## src/rtl/decoder_stream.sv

```systemverilog
// decoder_stream
//   Registered code decoder with an input stability filter and a held output.
//   A code/mode pair has to be seen unchanged on STABLE_CYCLES consecutive
//   valid samples before it is decoded. The decoded word is then held until
//   downstream takes it. Saturating counters record accepted hits and errors.
//
//   Ports
//     clock      rising-edge clock
//     reset      synchronous, active-high
//     in_valid   in_code/in_mode are valid
//     in_ready   block is sampling (IDLE or FILTER), low during reset
//     in_code    CODE_W-bit code to decode
//     in_mode    00 one-hot, 01 thermometer, 10 inverted one-hot, 11 reserved
//     out_valid  decoded result is held on out_data/out_err
//     out_ready  downstream accepts the held result
//     out_data   NUM_OUT-bit decoded word
//     out_err    code out of range or reserved mode; out_data is 0 then
//     hit_count  accepted results with out_err=0, saturating
//     err_count  accepted results with out_err=1, saturating
module decoder_stream #(
    parameter int CODE_W        = 3,
    parameter int NUM_OUT       = 7,
    parameter int STABLE_CYCLES = 2,
    parameter int CNT_W         = 8
) (
    input  logic               clock,
    input  logic               reset,
    input  logic               in_valid,
    output logic               in_ready,
    input  logic [CODE_W-1:0]  in_code,
    input  logic [1:0]         in_mode,
    output logic               out_valid,
    input  logic               out_ready,
    output logic [NUM_OUT-1:0] out_data,
    output logic               out_err,
    output logic [CNT_W-1:0]   hit_count,
    output logic [CNT_W-1:0]   err_count
);

    localparam int SC_W = (STABLE_CYCLES < 2) ? 1 : $clog2(STABLE_CYCLES + 1);
    // A matching sample taken while the count equals this value completes the run.
    localparam logic [SC_W-1:0] STABLE_LAST = SC_W'(STABLE_CYCLES - 1);

    typedef enum logic [1:0] {
        IDLE   = 2'd0,
        FILTER = 2'd1,
        HOLD   = 2'd2
    } state_t;

    state_t              state;
    logic [CODE_W-1:0]   cap_code_p0;
    logic [1:0]          cap_mode_p0;
    logic [SC_W-1:0]     stab_cnt;
    logic [NUM_OUT:0]    dec_in;
    logic [NUM_OUT:0]    dec_cap;

    // Returns {err, data}. The error case forces the data to zero.
    function automatic logic [NUM_OUT:0] decode(input logic [CODE_W-1:0] code,
                                                input logic [1:0]        mode);
        logic [NUM_OUT-1:0] d;
        logic               e;
        d = '0;
        e = (int'(code) >= NUM_OUT) || (mode == 2'b11);
        if (!e) begin
            for (int i = 0; i < NUM_OUT; i++) begin
                case (mode)
                    2'b00:   d[i] = (i == int'(code));
                    2'b01:   d[i] = (i <= int'(code));
                    2'b10:   d[i] = (i != int'(code));
                    default: d[i] = 1'b0;
                endcase
            end
        end
        return {e, d};
    endfunction

    function automatic logic [CNT_W-1:0] sat_inc(input logic [CNT_W-1:0] v);
        return (&v) ? v : v + 1'b1;
    endfunction

    assign dec_in   = decode(in_code, in_mode);
    assign dec_cap  = decode(cap_code_p0, cap_mode_p0);
    assign in_ready = !reset && (state != HOLD);

    always_ff @(posedge clock) begin
        if (reset) begin
            state       <= IDLE;
            cap_code_p0 <= '0;
            cap_mode_p0 <= '0;
            stab_cnt    <= '0;
            out_valid   <= 1'b0;
            out_data    <= '0;
            out_err     <= 1'b0;
            hit_count   <= '0;
            err_count   <= '0;
        end else begin
            case (state)
                // ---- sampling: first valid sample starts a run
                IDLE: begin
                    if (in_valid) begin
                        cap_code_p0 <= in_code;
                        cap_mode_p0 <= in_mode;
                        stab_cnt    <= SC_W'(1);
                        if (STABLE_CYCLES == 1) begin
                            out_data  <= dec_in[NUM_OUT-1:0];
                            out_err   <= dec_in[NUM_OUT];
                            out_valid <= 1'b1;
                            state     <= HOLD;
                        end else begin
                            state <= FILTER;
                        end
                    end
                end
                // ---- filtering: run continues only on identical valid samples
                FILTER: begin
                    if (!in_valid) begin
                        stab_cnt <= '0;
                        state    <= IDLE;
                    end else if (in_code != cap_code_p0 || in_mode != cap_mode_p0) begin
                        cap_code_p0 <= in_code;
                        cap_mode_p0 <= in_mode;
                        stab_cnt    <= SC_W'(1);
                    end else begin
                        stab_cnt <= stab_cnt + 1'b1;
                        if (stab_cnt == STABLE_LAST) begin
                            // Input equals capture here, so decoding the capture is exact.
                            out_data  <= dec_cap[NUM_OUT-1:0];
                            out_err   <= dec_cap[NUM_OUT];
                            out_valid <= 1'b1;
                            state     <= HOLD;
                        end
                    end
                end
                // ---- holding: inputs ignored until downstream takes the result
                HOLD: begin
                    if (out_ready) begin
                        if (out_err) err_count <= sat_inc(err_count);
                        else         hit_count <= sat_inc(hit_count);
                        out_valid <= 1'b0;
                        stab_cnt  <= '0;
                        state     <= IDLE;
                    end
                end
                default: begin
                    out_valid <= 1'b0;
                    stab_cnt  <= '0;
                    state     <= IDLE;
                end
            endcase
        end
    end

endmodule
```

## config.mk

```make
export PLATFORM = sky130hd
export DESIGN_NAME = decoder_stream
export DESIGN_NICKNAME = d
export VERILOG_FILES = /design/src/rtl/decoder_stream.sv
export SDC_FILE = /design/constraint.sdc
export NUM_CORES = 1
export LEC_CHECK = 0
export BUFFER_PORTS_ARGS = -buffer_cell sky130_fd_sc_hd__clkbuf_2
export CELL_PAD_IN_SITES_DETAIL_PLACEMENT = 0
export CELL_PAD_IN_SITES_GLOBAL_PLACEMENT = 1
export CORE_MARGIN = 5
export CORE_UTILIZATION = 40
export DETAILED_ROUTE_END_ITERATION = 10
export PLACE_DENSITY = 0.8
export SYNTH_ARGS = -nofsm -noshare
export SYNTH_HDL_FRONTEND = slang
export SYNTH_SLANG_ARGS = --single-unit
```

## constraint.sdc

```tcl
create_clock -name clock -period 4 [get_ports clock]
set_input_delay 0.2 -clock clock [delete_from_list [all_inputs] [get_ports clock]]
set_output_delay 0.2 -clock clock [all_outputs]
set_load 0.01 [all_outputs]
```

==> metrics, run 1 <==
area post-placement=a little under 2000 um^2; GRT Max-Usage Layer=met2; Tcrit/Tclk final=0.441; Detailed Routing Iterations Pass 1=6; First DRT Iteration DRCs=54; FP Rows=24; GRT Resource Usage Total=0.136; core area=around 4400 um^2; hold path cells=3; Synth area leaders=dfxtp_1 38%, a21oi_1 7.2%, o21ai_0 4.7%; Routed wire per std cell=13.2 um; crit path time final=roughly 1.8 ns; Worst-Margin Slew=0.780 ns; largest net degree at the start of global routing=40; vias post-DR=1632; CTS clk-pin slew, worst paths=0.07 ns; CP Max Fanout=18; remaining antenna violation count=0; startpoint types=flop; Post-synth EDFFs=0; area of the multi-input gates=approximately 1000 um^2; type of element capturing the critical path=flop; H-tree levels=2; Final Max Tran Viols=0; Max Fclk=between 500 and 600 MHz; Synth top area share=0.378; Yosys reg bits=34; hold_buf cts=0; Min Hold Slack=0.172 ns; status=complete, no violations; min-delay worst type=in -> reg; port bufs=34; number of global-route vias before repair=1444; CTS tree=done; Hold Fails Final Rpt=0; async set or reset register ratio after synthesis=0; maximum VDD drop=between 150 and 200 uV; Sinks on Clock Net=34; max-cap violation count=0; Leakage Power=0.774 nW; reg2reg setup slack=between 2 and 2.5 ns; Post-Route WL=just under 4000 um; cells after synthesis=220; Syn Std Cell Area=about 1800 um^2; worst r2r dst=out_data[1]; Clock Latency Late Sink=approximately 0.28 ns; Yosys top cell by area=dfxtp_1; CP Cell Sequence=xnor2_1 > and3_1 > nand3b_1 > mux2i_1; Fill cells=roughly 440; count leader, synth=dfxtp_1; Initial Util=0.414; die height=between 70 and 80 um; syn nets=232; Final Power=between 0.6 and 0.7 mW; CP arrival=approximately 1.9 ns; syn avg cell area=around 8.2 um^2; antenna violations before repair=0; power density over the cells=323 nW/um^2; YS warnings=0; Max stage delay on crit path=between 0.6 and 0.7 ns; area delta synth->final=15.1%; clock skew=slightly below 0.01 ns; Post-synth top cells=34 x dfxtp_1, 26 x a21oi_1, 17 x o21ai_0, 15 x nand2_1, 13 x nor2_1; r2r worst-path depth=4; drt drc=0; dpl hpwl=around 2900 um; layout net count=260; met3 GRT Util=0.0468; Global Route met1 Usage=0.180; Vias/cell=about 5.4; RSZ-0062 raised after global routing=no; CTS Root Cell=clkbuf_8; die width=slightly below 80 um; final-report setup violation count=0; first-pass GRT wire length=slightly below 7000 um; Ports=35; Setup CP Type=reg -> reg; post-cts sizing count=0; number of diodes=0; Slew HR=0.480; routability cong.=about 0.83; share of cells above drive strength 1=0.185; register area share after synthesis=0.378; post-CTS setup buffer count=0; Req. time, crit path=~4.2 ns; HP Start=in_code[1]; hold path endpoint=cap_code_p0[1]; final instance area=just over 2000 um^2; register area=681 um^2; GR Layer Usage met2=0.208; Synth cell types=44; RR Startpoint=cap_mode_p0[1]; die area=5940 um^2; CTS buffer count=5; clock tree buffer depth=2; ys flop type=dfxtp_1; CP max-delay cell=dfxtp_1; GRT overflow=0; total negative slack=0 ns
## layout make-up
class / count / share of cell area
Clock buffer: 6 / 0.0399
Clock inverter: 2 / 0.00604
Inverter: 10 / 0.0181
Multi-Input combinational cell: 163 / 0.494
Sequential cell: 34 / 0.329
Tap cell: 52 / 0.0314
Timing Repair Buffer: 34 / 0.0821
## how the worst max path moves through the flow
| stage | startpoint | slack, ns | cells after the start | to |
|---|---|---|---|---|
| after global routing | cap_code_p0[1] | 2.08 | 4 | out_data[1] |
| after floorplan | stab_cnt[0] | 2.55 | 5 | out_data[0] |
| after CTS | cap_mode_p0[1] | 2.24 | 4 | out_data[1] |
| after global placement | cap_mode_p0[1] | 2.26 | 4 | out_data[1] |
| final | cap_mode_p0[1] | 2.24 | 4 | out_data[1] |
| after detailed placement | cap_mode_p0[1] | 2.24 | 4 | out_data[1] |
## critical path: cells and delay by family, from the launching register on
family | cells | cell delay [ns]
multiplexers | 1 | 0.17
AND/OR/NAND/NOR | 2 | 0.66
flip-flops | 1 | 0.64
XOR/XNOR | 1 | 0.19
## where the power goes
group | internal [mW] | switching, mW | total [mW]
registers | 0.343 | 0.0123 | 0.355
logic | 0.0210 | 0.0312 | 0.0522
clock network | 0.138 | 0.124 | 0.263
total | 0.502 | 0.168 | 0.670
## kinds of logic after synthesis
| kind of cell | Yosys count | share of synthesized area |
|---|---|---|
| AND/OR/NAND/NOR | 79 | 0.248 |
| flip-flops | 34 | 0.378 |
| adder cells (fa/ha/maj) | 3 | 0.0209 |
| XOR/XNOR | 10 | 0.0486 |
| multiplexers | 4 | 0.0222 |
| buffers and inverters | 23 | 0.0535 |
| AO/OA/AOI/OAI | 67 | 0.229 |
## registers in the layout, indices dropped and copies added (netlist names)
signal and cells:
cap_code_p0 3, cap_mode_p0 2, err_count 8, hit_count 8, out_data 7, out_err 1
out_valid 1, stab_cnt 2, state 2
## routing by layer
| metal | share of wire | routed length [um] | vias to the layer above |
|---|---|---|---|
| met2 | 0.43 | 1690 | 30 |
| met5 | 0 | 0 | - |
| met1 | 0.51 | 2040 | 735 |
| met4 | 0.013 | 50 | 0 |
| li1 | - | - | 861 |
| met3 | 0.049 | 196 | 6 |
## cell usage in the layout, fill, tap and decap left out, types with 2 or more instances in the layout
cell type  instances
a211oi_1           2
a21oi_1           26
and2_1             3
clkbuf_2          34
clkbuf_8           6
dfxtp_1           34
ha_1               3
inv_1             10
mux2i_1            4
nand2_1           15
nand2b_1           6
nand3_1           10
nand3b_1           3
nand4_1            3
nand4b_1           3
nor2_1            13
nor3_1             4
nor3b_1            2
o2111ai_1          4
o211ai_1           3
o21ai_0           17
o21ai_2            2
o31ai_1            3
o32ai_1            3
or3_1              7
or4_1              2
xnor2_1            3
xor2_1             7
## metrics by stage
stage | instances | setup slack, ns | utilization
6_report | 301 | 2.24 | 0.476
5_1_grt | 301 | 2.08 | 0.476
4_1_cts | 301 | 2.24 | 0.476
3_5_place_dp | 293 | 2.24 | 0.454
3_3_place_gp | 293 | 2.26 | 0.454
2_1_floorplan | 220 | 2.55 | -
(Power assumes the default switching activity.)
==> inputs of run 2 (changes only) <==
--- a/config.mk
+++ b/config.mk
@@ -9,9 +9,9 @@
 export CELL_PAD_IN_SITES_DETAIL_PLACEMENT = 0
 export CELL_PAD_IN_SITES_GLOBAL_PLACEMENT = 1
 export CORE_MARGIN = 5
-export CORE_UTILIZATION = 40
+export CORE_UTILIZATION = 36
 export DETAILED_ROUTE_END_ITERATION = 10
-export PLACE_DENSITY = 0.8
+export PLACE_DENSITY = 0.77
 export SYNTH_ARGS = -nofsm -noshare
 export SYNTH_HDL_FRONTEND = slang
 export SYNTH_SLANG_ARGS = --single-unit
==> constraint.sdc (replaced) <==
create_clock -name clock -period 1.58 [get_ports clock]
set_input_delay 0.079 -clock clock [delete_from_list [all_inputs] [get_ports clock]]
set_output_delay 0.079 -clock clock [all_outputs]
set_load 0.01 [all_outputs]
==> metrics, run 2 (same netlist as run 1, synthesis figures left out) <==
type of element capturing the critical path=flop (unchanged); layout net count=279 (was 260); FP Rows=25 (was 24); GRT Resource Usage Total=0.137 (was 0.136); Worst-Margin Slew=0.464 ns (was 0.780 ns); First DRT Iteration DRCs=61 (was 54); Slew HR=0.686 (was 0.480); hold path cells=3 (unchanged); Hold Fails Final Rpt=0 (unchanged); Non-Filler Instances=335 (was 301); placed cells=327 (was 293); area of the multi-input gates=1050 um^2 (was 1020 um^2); remaining antenna violation count=0 (unchanged); clock tree buffer depth=2 (unchanged); Min Hold Slack=0.0332 ns (was 0.172 ns); Tcrit/Tclk final=0.958 (was 0.441); area post-placement=2140 um^2 (was 1980 um^2); hold path endpoint=cap_code_p0[2] (was cap_code_p0[1]); Routed wire per std cell=12.8 um (was 13.2 um); CP Cell Sequence=and4bb_2 > o21ai_4 > or4_1 > a21oi_1 (was xnor2_1 > and3_1 > nand3b_1 > mux2i_1); clock skew=0.00648 ns (was 0.00962 ns); Sinks on Clock Net=34 (unchanged); maximum VDD drop=498 uV (was 171 uV); Fill cells=512 (was 437); Req. time, crit path=1.81 ns (was 4.17 ns); CTS tree=done (unchanged); largest net degree at the start of global routing=20 (was 40); dpl hpwl=3140 um (was 2860 um); Post-Route WL=4280 um (was 3980 um); first-pass GRT wire length=7080 um (was 6780 um); RR Startpoint=state[0] (was cap_mode_p0[1]); reg2reg setup slack=0.07 ns (was 2.24 ns); core area=4790 um^2 (was 4350 um^2); min-delay worst type=in -> reg (unchanged); Vias/cell=5.12 (was 5.42); GRT overflow=0 (unchanged); Ports=35 (unchanged); HP Start=in_code[2] (was in_code[1]); CP max-delay cell=or4_1 (was dfxtp_1); CP Max Fanout=12 (was 18); Max stage delay on crit path=0.48 ns (was 0.64 ns); post-CTS setup buffer count=0 (unchanged); power density over the cells=765 nW/um^2 (was 323 nW/um^2); drt drc=0 (unchanged); Largest regs=err_count (8), hit_count (8), out_data (7) (unchanged); total negative slack=0 ns (unchanged); final-report setup violation count=0 (unchanged); die height=80.7 um (was 77.1 um); vias post-DR=1715 (was 1632); H-tree levels=2 (unchanged); hold_buf cts=0 (unchanged); Setup CP Type=reg -> reg (unchanged); Final Max Tran Viols=0 (unchanged); Leakage Power=0.873 nW (was 0.774 nW); final instance area=2250 um^2 (was 2070 um^2); area delta synth->final=25.1% (was 15.1%); CTS Root Cell=clkbuf_8 (unchanged); Final Power=1.72 mW (was 0.670 mW); worst r2r dst=hit_count[7] (was out_data[1]); Detailed Routing Iterations Pass 1=4 (was 6); most frequent cells in the layout=34 x dfxtp_1, 34 x clkbuf_2, 26 x a21oi_1 (unchanged); share of cells above drive strength 1=0.257 (was 0.185); CP arrival=1.74 ns (was 1.93 ns); max-cap violation count=0 (unchanged); die width=80.7 um (was 77.1 um); routability cong.=0.791 (was 0.830); RSZ-0062 raised after global routing=yes (was no); Clock Latency Late Sink=0.29 ns (was 0.28 ns); register area=681 um^2 (unchanged); crit path time final=1.51 ns (was 1.76 ns); CTS buffer count=5 (unchanged); Initial Util=0.376 (was 0.414); r2r worst-path depth=4 (unchanged); number of global-route vias before repair=1502 (was 1444); startpoint types=flop (unchanged); status=complete, no violations (unchanged); CTS clk-pin slew, worst paths=0.07 ns (about the same); number of diodes=0 (unchanged); port bufs=34 (unchanged); antenna violations before repair=0 (unchanged); Max Fclk=661 MHz (was 567 MHz); die area=6520 um^2 (was 5940 um^2)
[run 2: layout make-up]
class,instances,area share
Clock inverter,1,0.00222
Timing Repair Buffer,53,0.139
Clock buffer,7,0.0383
Tap cell,67,0.0372
Multi-Input combinational cell,163,0.464
Sequential cell,34,0.302
Inverter,10,0.0167
[run 2: what timing repair did]
action,4_1_cts,5_1_grt
gates resized for setup,1,5
endpoints found under the hold margin,0,0
pin swaps,0,1
setup endpoints to repair,3,12
[run 2: worst max-delay path by stage]
stage	startpoint	endpoint	slack, ns
2_1_floorplan	stab_cnt[0]	out_data[0]	0.13
3_3_place_gp	stab_cnt[0]	out_data[0]	0.03
3_5_place_dp	stab_cnt[0]	out_data[0]	-0.005
4_1_cts	state[0]	hit_count[7]	0.05
5_1_grt	stab_cnt[1]	out_data[0]	-0.02
6_report	state[0]	hit_count[7]	0.07
[run 2: per-stage QoR]
| step | setup WS (ns) | utilization |
|---|---|---|
| 3_5_place_dp | -0.00515 | 0.447 |
| 6_report | 0.0665 | 0.471 |
| 2_1_floorplan | 0.132 | - |
| 4_1_cts | 0.0476 | 0.466 |
| 3_3_place_gp | 0.0287 | 0.447 |
| 5_1_grt | -0.0172 | 0.471 |
[run 2: power by group]
group / internal (mW) / total, mW / leakage (nW) / switching, mW
sequential: 0.868 / 0.875 / 0.275 / 0.00759
combinational: 0.0729 / 0.182 / 0.549 / 0.109
clock: 0.351 / 0.665 / 0.0482 / 0.314
[run 2: metal layers]
layer / wire length (um) / global-route usage
met1: 2120 / 0.184
met2: 1930 / 0.211
met3: 218 / 0.0504
met4: 19 / 0.0304
met5: 0 / 0
[run 2: worst max-delay path: cells and delay by family (launching register included)]
family	cells	cell delay, ns
AND/OR/NAND/NOR	2	0.84
flip-flops	1	0.34
AO/OA/AOI/OAI	2	0.26
==> inputs of run 3 (changes only) <==
==> config.mk (replaced) <==
export PLATFORM = sky130hd
export DESIGN_NAME = decoder_stream
export DESIGN_NICKNAME = d
export VERILOG_FILES = /design/src/rtl/decoder_stream.sv
export SDC_FILE = /design/constraint.sdc
export NUM_CORES = 1
export LEC_CHECK = 0
export BUFFER_PORTS_ARGS = -buffer_cell sky130_fd_sc_hd__clkbuf_2
export CORE_MARGIN = 5
export CORE_UTILIZATION = 40
export DETAILED_ROUTE_END_ITERATION = 10
export PLACE_DENSITY = 0.65
export SYNTH_ARGS = -nofsm -noshare
export SYNTH_HDL_FRONTEND = slang
export SYNTH_SLANG_ARGS = --single-unit
==> metrics, run 3 (same netlist as run 1, synthesis figures left out) <==
Post-Route WL=4270 um (was 4280 um); Routed wire per std cell=13.6 um (was 12.8 um); maximum VDD drop=534 uV (was 498 uV); CP arrival=1.75 ns (was 1.74 ns); GRT Resource Usage Total=0.144 (was 0.137); Non-Filler Instances=314 (was 335); Hold Fails Final Rpt=0 (unchanged); layout net count=273 (was 279); Clock Latency Late Sink=0.29 ns (about the same); die area=5940 um^2 (was 6520 um^2); dpl hpwl=3030 um (was 3140 um); Final Max Tran Viols=0 (unchanged); core area=4350 um^2 (was 4790 um^2); Initial Util=0.414 (was 0.376); placed cells=306 (was 327); GRT overflow=0 (unchanged); port bufs=34 (unchanged); Vias/cell=5.47 (was 5.12); H-tree levels=2 (unchanged); drt drc=0 (unchanged); Worst-Margin Slew=0.453 ns (was 0.464 ns); CTS buffer count=5 (unchanged); largest net degree at the start of global routing=30 (was 20); Sinks on Clock Net=34 (unchanged); CTS tree=done (unchanged); status=complete, no violations (unchanged); min setup slack post-route=0.0580 ns (was 0.0665 ns); hold_buf cts=0 (unchanged); CTS clk-pin slew, worst paths=0.07 ns (about the same); CTS Root Cell=clkbuf_8 (unchanged); Final Power=2.05 mW (was 1.72 mW); Max Fclk=657 MHz (was 661 MHz); area post-placement=2090 um^2 (was 2140 um^2); number of diodes=0 (unchanged); CP Max Fanout=12 (unchanged); area delta synth->final=25.9% (was 25.1%); Detailed Routing Iterations Pass 1=4 (unchanged); Ports=35 (unchanged); remaining antenna violation count=0 (unchanged); worst slack, placed=-0.00525 ns (was -0.00515 ns); FP Rows=24 (was 25); Final Util=0.520 (was 0.471); crit path time final=1.52 ns (was 1.51 ns); final-report setup violation count=0 (unchanged); clock tree buffer depth=2 (unchanged); routability cong.=0.807 (was 0.791); Req. time, crit path=1.80 ns (was 1.81 ns); Tcrit/Tclk final=0.963 (was 0.958); first-pass GRT wire length=7070 um (was 7080 um); number of global-route vias before repair=1500 (was 1502); most frequent cells in the layout=34 x clkbuf_2, 33 x dfxtp_1, 26 x a21oi_1 (was 34 x dfxtp_1, 34 x clkbuf_2, 26 x a21oi_1); First DRT Iteration DRCs=67 (was 61); min-delay worst type=in -> reg (unchanged); share of cells above drive strength 1=0.256 (was 0.257); die width=77.1 um (was 80.7 um); max-cap violation count=0 (unchanged); vias post-DR=1718 (was 1715); most common cell after layout, fill and taps aside=clkbuf_2; Fill cells=451 (was 512); startpoint types=flop (unchanged); Setup CP Type=reg -> reg (unchanged); die height=77.1 um (was 80.7 um); Leakage Power=0.868 nW (was 0.873 nW); final instance area=2270 um^2 (was 2250 um^2); type of element capturing the critical path=flop (unchanged); post-CTS setup buffer count=0 (unchanged); clock skew=0.00631 ns (was 0.00648 ns); power density over the cells=905 nW/um^2 (was 765 nW/um^2); Slew HR=0.694 (was 0.686); antenna violations before repair=0 (unchanged); Largest regs=err_count (8), hit_count (8), out_data (7) (unchanged)
==> run 3: what timing repair did <==
action                     in CTS  in global routing
resized for setup               1                 10
setup endpoints to repair       4                 14
pin swaps                       0                  2
==> run 3: through the flow <==
step | setup TNS [ns] | hold WS [ns]
global placement | 0 | 0.329
detailed placement | -0.00525 | 0.336
global route | -0.00528 | 0.0304
floorplan | 0 | 0.215
finish | 0 | 0.0364
CTS | 0 | 0.0271
==> run 3: report_power, final <==
part | switching [mW] | internal, mW
clock | 0.322 | 0.673
combinational | 0.110 | 0.0709
sequential | 0.00786 | 0.868
==> run 3: worst max-delay path, stage by stage (launching register included) <==
cell	delay, ns
dfxtp_1	0.35
and4bb_2	0.36
o21ai_4	0.12
or4_1	0.48
a21oi_1	0.15
==> run 3: cell type report <==
type                       count  area, um^2  area share
clock inverter                 2        60.1      0.0265
multi-input combinational    163        1060       0.467
timing repair buffer          47         280       0.124
inverter                      10        37.5      0.0166
clock buffer                   6        82.6      0.0364
tap                           52        65.1      0.0287
sequential                    34         682       0.301
==> run 3: path summary, 6_finish.rpt <==
check	startpoint	end	slack, ns	cells past startpoint
worst max register to register	state[0]	hit_count[7]	0.06	4
worst min register to register	stab_cnt[1]	stab_cnt[1]	0.47	2
worst min-delay path	in_code[1]	cap_code_p0[1]	0.04	3
worst max-delay path	state[0]	hit_count[7]	0.06	4
==> run 3: routing by layer <==
layer,share of wire,vias to the layer above,global-route usage,wire length (um)
met4,0.015,0,0.0601,64
li1,-,889,-,-
met1,0.49,793,0.190,2120
met3,0.046,7,0.0422,196
met2,0.44,29,0.216,1900
met5,0,-,0,0
